**src/rtl/colorizer_pal.sv**
```systemverilog
// rtl/colorizer_pal.sv - two-stage pixel colorizer with double-buffered CPU palette
// Optional macro BLINK_EN: icon layer 0 blinks with a half-period of BLINK_FRAMES frames.
module colorizer_pal #(
    parameter int COLOR_W      = 12,
    parameter int WORLD_W      = 2,
    parameter int NUM_ICONS    = 2,
    parameter int BLINK_FRAMES = 16
) (
    input  logic                           clk,
    input  logic                           reset,
    input  logic [WORLD_W-1:0]             world_in,
    input  logic [NUM_ICONS*COLOR_W-1:0]   icon_in,
    input  logic                           enable_video,
    input  logic                           frame_tick,
    input  logic                           pal_wr_en,
    input  logic [WORLD_W-1:0]             pal_wr_addr,
    input  logic [COLOR_W-1:0]             pal_wr_data,
    output logic                           pal_wr_ack,
    output logic [COLOR_W-1:0]             draw_color,
    output logic                           draw_valid
);

    localparam int DEPTH = 2**WORLD_W;
    localparam int THIRD = COLOR_W / 3;

    // Colour layout is {red, grn, blu}, each THIRD bits wide.
    function automatic logic [COLOR_W-1:0] f_reset_color(input int idx);
        logic [COLOR_W-1:0] v;
        v = '0;
        case (idx)
            0:       v = '1;
            2:       v[THIRD +: THIRD] = '1;
            3:       v[2*THIRD +: THIRD] = '1;
            default: v = '0;
        endcase
        return v;
    endfunction

    logic [COLOR_W-1:0]           r_shadow [DEPTH];
    logic [COLOR_W-1:0]           r_active [DEPTH];
    logic                         r_wr_ack;

    logic [WORLD_W-1:0]           r_s1_world;
    logic [NUM_ICONS*COLOR_W-1:0] r_s1_icon;
    logic                         r_s1_en;

    logic [COLOR_W-1:0]           r_draw_color;
    logic                         r_draw_valid;

    logic [COLOR_W-1:0]           w_color;
    logic [COLOR_W-1:0]           w_icon;
    logic                         w_hit;
    logic                         w_blink_off;

    always_ff @(posedge clk or posedge reset) begin
        if (reset) begin
            for (int i = 0; i < DEPTH; i++) begin
                r_shadow[i] <= f_reset_color(i);
            end
            r_wr_ack <= 1'b0;
        end else begin
            if (pal_wr_en) begin
                r_shadow[pal_wr_addr] <= pal_wr_data;
            end
            r_wr_ack <= pal_wr_en;
        end
    end

    // Non-blocking copy: a write on the same edge as frame_tick is not committed.
    always_ff @(posedge clk or posedge reset) begin
        if (reset) begin
            for (int i = 0; i < DEPTH; i++) begin
                r_active[i] <= f_reset_color(i);
            end
        end else if (frame_tick) begin
            for (int i = 0; i < DEPTH; i++) begin
                r_active[i] <= r_shadow[i];
            end
        end
    end

`ifdef BLINK_EN
    localparam int CNT_W = $clog2(2*BLINK_FRAMES);
    localparam logic [CNT_W-1:0] CNT_LAST = CNT_W'(2*BLINK_FRAMES - 1);
    localparam logic [CNT_W-1:0] CNT_HALF = CNT_W'(BLINK_FRAMES);

    logic [CNT_W-1:0] r_frame_cnt;

    always_ff @(posedge clk or posedge reset) begin
        if (reset) begin
            r_frame_cnt <= '0;
        end else if (frame_tick) begin
            r_frame_cnt <= (r_frame_cnt == CNT_LAST) ? '0 : r_frame_cnt + 1'b1;
        end
    end

    assign w_blink_off = (r_frame_cnt >= CNT_HALF);
`else
    assign w_blink_off = 1'b0;
`endif

    always_ff @(posedge clk or posedge reset) begin
        if (reset) begin
            r_s1_world <= '0;
            r_s1_icon  <= '0;
            r_s1_en    <= 1'b0;
        end else begin
            r_s1_world <= world_in;
            r_s1_icon  <= icon_in;
            r_s1_en    <= enable_video;
        end
    end

    // Lowest-index opaque icon wins; otherwise the world code picks a palette entry.
    always_comb begin
        w_color = '0;
        w_icon  = '0;
        w_hit   = 1'b0;
        if (r_s1_en) begin
            for (int k = 0; k < NUM_ICONS; k++) begin
                w_icon = r_s1_icon[k*COLOR_W +: COLOR_W];
                if (!w_hit && (w_icon != '0) && !((k == 0) && w_blink_off)) begin
                    w_color = w_icon;
                    w_hit   = 1'b1;
                end
            end
            if (!w_hit) begin
                w_color = r_active[r_s1_world];
            end
        end
    end

    always_ff @(posedge clk or posedge reset) begin
        if (reset) begin
            r_draw_color <= '0;
            r_draw_valid <= 1'b0;
        end else begin
            r_draw_color <= w_color;
            r_draw_valid <= r_s1_en;
        end
    end

    assign draw_color = r_draw_color;
    assign draw_valid = r_draw_valid;
    assign pal_wr_ack = r_wr_ack;

endmodule

```
**config.mk**
```make
export PLATFORM = sky130hd
export DESIGN_NAME = colorizer_pal
export DESIGN_NICKNAME = d
export VERILOG_FILES = /design/src/rtl/colorizer_pal.sv
export SDC_FILE = /design/constraint.sdc
export NUM_CORES = 1
export LEC_CHECK = 0
export ABC_AREA = 1
export ABC_CLOCK_PERIOD_IN_PS = 4900
export BUFFER_PORTS_ARGS = -buffer_cell sky130_fd_sc_hd__buf_4
export CORE_ASPECT_RATIO = 0.75
export CORE_UTILIZATION = 35
export DETAILED_ROUTE_END_ITERATION = 16
export PLACE_DENSITY = 0.53
export SYNTH_ARGS = -nofsm -noshare
export SYNTH_HDL_FRONTEND = slang
export SYNTH_SLANG_ARGS = --single-unit
```
**constraint.sdc**
```tcl
create_clock -name clk -period 4.9 [get_ports clk]
set_input_delay 0 -clock clk [delete_from_list [all_inputs] [get_ports clk]]
set_output_delay 0 -clock clk [all_outputs]
set_load 0.01 [all_outputs]
```
# After elaboration in Yosys (flattened, before gate mapping)
# Cells that the tools add are included.
classes:
  bitwise_logic: 2
  mux: 14
  reduce_logical: 5
  order_cmp: 3
op_table:
  columns: ["op", "n"]
  rows:
  - ["12-bit two-way mux", 7]
  - ["48-bit bitwise mux", 1]
  - ["12-bit binary-select mux with 2-bit select", 1]
  - ["12-bit demux with 2-bit select", 1]
  - ["12-bit nonzero test", 2]
  - ["3-bit >= comparator, second input constant", 2]
  - ["2-bit NOT with 3-bit output", 2]
  - ["1-bit two-way mux", 4]
  - ["3-bit by 1-bit < comparator with 1-bit output, second input constant", 1]
  - ["1-bit logical AND", 2]
  - ["1-bit logical NOT", 1]
totals:
  word_cells: 38
  input_bits: 45
  reg_bits: 137

# Depth between registers and ports, before layout
logic_depth:
  depth_word: 9
  depth_mapped: 9
  depth_no_buf: 8

# Worst setup path after synthesis
# OpenSTA, ideal clock, no wires.
synth_path:
  path_kind: "register to register"
  from: "register r_s1_icon[4]"
  to: "register r_draw_color[5], in the netlist draw_color[5]"
  synth_period_minus_slack_ps: 1218
  stages_incl_launch_ff: 10
  setup_ps: 119
  arrival_ps: 1099
  path_buffers: 1
  setup_slack_ps: 3682
  cell_sequence: "dfrtp_1 > inv_1 > nand2_2 > nor2_4 > nand2_4 > nor2_8 > buf_6 > nand3_1 > nand2_1 > nor2_1"
synth_via:
  elab_chain_cells: 9
  word_cells_on_any_way: 11
synth_rtl:
  columns: ["item", "line", "source"]
  rows:
  - ["start: declaration", "44", "logic [NUM_ICONS*COLOR_W-1:0] r_s1_icon;"]
  - ["start signal: assignment", "109", "r_s1_icon <= icon_in;"]
  - ["12-bit nonzero test *", "122", "if (!w_hit && (w_icon != '0) && !((k == 0) && w_blink_off)) begin"]
  - ["1-bit two-way mux", "122", null]
  - ["1-bit two-way mux", "119", "if (r_s1_en) begin"]
  - ["1-bit logical NOT", "122", null]
  - ["1-bit logical AND", "122", null]
  - ["1-bit two-way mux", "122", null]
  - ["1-bit two-way mux", "119", null]
  - ["12-bit two-way mux *", "127", "if (!w_hit) begin"]
  - ["12-bit two-way mux *", "119", null]
  - ["via w_color[5]", "50", "logic [COLOR_W-1:0] w_color;"]
  - ["end signal: assignment", "138", "r_draw_color <= w_color;"]
  - ["end: declaration", "47", "logic [COLOR_W-1:0] r_draw_color;"]
# The timed path passes the listed nets; every way through them passes the cells marked *. The select of a mux whose other input is x is not followed.
# A chain may end at the register's enable or synchronous reset.

# Worst setup path in the final report
layout_path:
  from: "register r_s1_world[1]"
  to: "register r_draw_color[6], in the netlist draw_color[6]"
layout_via:
  elab_chain_cells: 6
layout_rtl:
  columns: ["item", "line", "source"]
  rows:
  - ["start: declaration", "43", "logic [WORLD_W-1:0] r_s1_world;"]
  - ["start signal: assignment", "108", "r_s1_world <= world_in;"]
  - ["2-bit NOT with 3-bit output (implied by the code)", "128", "w_color = r_active[r_s1_world];"]
  - ["12-bit binary-select mux with 2-bit select", "128", null]
  - ["12-bit two-way mux (implied by the code) (2 in series)", "128", null]
  - ["12-bit two-way mux", "127", null]
  - ["12-bit two-way mux", "119", null]
  - ["via w_color[6]", "50", null]
# The timed path passes the listed nets, and every way through them passes these cells. The select of a mux whose other input is x is not followed.

==> impl_results.md <==
* Final number of hold-violating endpoints at 0
* Largest net degree at the start of global routing at 88
* Via count at 4031
* CTS tree: yes
* Placed Cells at 796
* Period minus WS final at roughly 1.8 ns
* Starting Density at 36.1%
* Crit-path most repeated cell: nand2_1
* Sequential area share after synthesis at 62.7%
* Final period util at 36.5%
* Max stage delay on crit path at 0.66 ns
* Total power at 3.05 mW
* Clk buf depth at 2
* Core box area at 15400 um2
* Die span in x at 147 um
* Worst Path Arrival at 2.09 ns
* PwrDens at 428 nW/um2
* Worst Setup End Kind: flip-flop
* Worst vdd ir at roughly 0.26 mV
* Area grow syn2layout at 28.5%
* Vias in the first global route at 4071
* Critical path class: reg -> reg
* CP cell instances: inv_1, a21oi_1, o21ai_0, nand2_1, nand3_1, nand2_1, nor2_1
* 1st-pass router iterations at 5
* PostCTS Resize Cnt at 0
* RSZ-0062 raised after global routing: no
* PortBufs at 58
* Leakage at between 3 and 4 nW
* Die Y at 111 um
* FP Rows at 39
* Slew HR at 28.7%
* Total track usage at 16.8%
* Crit path max fanout at 13
* Buffers inserted by post-CTS timing repair at 0
* ANT cells at 0
* HP Class: in -> reg
* Max-cap violations at 0
* Outcome: finished, final reports clean
* Cts-stage hold buffer count at 41
* Post-DRT Antenna Nets at 0
* CP max-delay cell: dfrtp_1
* Total Die Area at ~16000 um2
* Post-synth ARST share at 100%
* Post-synth top area share at roughly 44%
* Fin. max-slew vios at 0
* Clock slew at reported path FFs at around 0.06 ns
* Overflow after GRT at 0
* Register bit total from synthesis at 137
* # clock sinks at 137
* Synth area leader: dfrtp_1
* Mapped Cells at 559
* Wirelength per Cell at 14.4 um
* Clock insertion delay at the later pin of the skew report at 0.41 ns
* Drc violations at 0
* Flop2flop setup slack at between 3 and 4 ns
* Initial antenna violation count at 0
* Nets@finish at ~700
* Ys Warns at 0
* Post-DP HPWL at 8270 um
* Clk root buf: clkbuf_16
* Setup TNS at 0 ns
* Most frequent cells after synthesis: nand2_1 (125), dfrtp_1 (97), o21ai_0 (96), inv_1 (61), dfstp_2 (40)
* Share of cells above drive strength 1 at 25.0%
* Fin cells at 869
* Ports at 59
* Total CTS buffers at 17
* Vias per cell at approximately 4.6
* Synthesized area per cell at roughly 9.9 um2
* Setup Skew at slightly above 0.006 ns
* Primary FF master, synth: dfrtp_1
* # fillers at 1495
* Count of cell types in the netlist at 25
* F_max at around 560 MHz
* Req. time, crit path at about 5.2 ns
* Top post-synthesis cells by area: dfrtp_1 (44%), dfstp_2 (19%), o21ai_0 (8.7%)
* H-tree depth reported by CTS at 4
* # setup viols final at 0
* Drt total wl at 12500 um
* DRT iter0 DRCs at 254
* Mapped Nets at ~600
* Post-synth EDFFs at 0
* Most common cell in the synthesized netlist: nand2_1
* First-pass GRT wire length at 21000 um
* Mapped Area at 5540 um2
* Routability Congestion at 0.798
* Worst Setup Start Kind: flip-flop
* Worst-Margin Slew at 1.07 ns
[power by group]
group          leakage [nW]  total [mW]  switching, mW  internal, mW
clock                 0.301        1.33          0.456         0.875
sequential             1.61        1.40         0.0804          1.32
combinational          1.49       0.310          0.165         0.145
total                  3.40        3.05          0.702          2.34
[final cells by class]
class	instances	area, um2	area share [%]
Timing Repair Buffer	101	861	12.1
Tap cell	205	256	3.60
Clock inverter	9	148	2.07
Multi-Input combinational cell	329	1670	23.4
Sequential cell	137	3480	48.8
Inverter	65	246	3.46
Clock buffer	23	468	6.57
[critical path: cells and delay by family (launching register included)]
family | cells | cell delay, ns
flip-flops | 1 | 0.66
buffers and inverters | 1 | 0.33
AND/OR/NAND/NOR | 4 | 0.40
AO/OA/AOI/OAI | 2 | 0.30
[flip-flops by register name, indices dropped and copies added, names as in the netlist]
register,count
r_s1_icon,24
draw_color,12
r_s1_en,1
r_shadow,48
r_s1_world,2
r_active,48
pal_wr_ack,1
draw_valid,1
[routing by layer]
| metal | track usage, % | wire length [um] |
|---|---|---|
| met1 | 23.0 | 6040 |
| met2 | 26.5 | 5920 |
| met3 | 3.66 | 399 |
| met4 | 5.77 | 151 |
| met5 | 0 | 0 |
[cells by family (layout without fill, tap and decap cells)]
family	Yosys count	after routing	synth area share, %
AND/OR/NAND/NOR	182	182	14.1
flip-flops	137	137	62.7
AO/OA/AOI/OAI	123	123	11.1
buffers and inverters	93	198	7.20
multiplexers	24	24	4.87
[through the flow]
step | hold WS (ns) | util (%) | area, um2 | setup slack [ns]
after detailed placement | 0.111 | 39.7 | 6100 | 3.12
after global routing | 0.202 | 46.3 | 7120 | 2.94
after global placement | 0.109 | 39.7 | 6100 | 3.19
after floorplan | 0.0314 | - | 5540 | 1.30
after CTS | 0.148 | 46.3 | 7120 | 3.11
final | 0.155 | 46.3 | 7120 | 3.11
[worst paths after layout]
kind                                                 end                startpoint  cells past startpoint
worst min-delay path            r_active[19]$_DFFE_PP1P_                frame_tick                      3
worst max register to register   draw_color[6]$_DFF_PP0_   r_s1_world[1]$_DFF_PP0_                      7
max in group asynchronous         r_s1_icon[7]$_DFF_PP0_                     reset                      4
worst min register to register  r_active[16]$_DFFE_PP1P_  r_active[16]$_DFFE_PP1P_                      2
worst max-delay path             draw_color[6]$_DFF_PP0_   r_s1_world[1]$_DFF_PP0_                      7
min in group asynchronous        draw_color[6]$_DFF_PP0_                     reset                      3
[layout by cell type, fill, tap and decap left out]
master and instances:
clkinvlp_4 1, nand2_1 125, nor2_1 20, a21oi_1 24, clkbuf_16 17, dfrtp_1 97
clkinv_2 4, o21ai_1 3, nor2_4 2, mux2_2 24, inv_2 4, buf_4 60
nand3_1 26, inv_4 1, nand3_2 1, clkbuf_8 2, nand2_2 2, nand2_4 1
nor3_1 1, nand4_2 1, dfstp_2 40, nor2_8 1, nand4_1 1, clkbuf_1 4
bufinv_16 4, o21ai_0 96, nor2_2 1, dlygate4sd3_1 41, inv_1 60
Power figures use the tool's default switching activity.
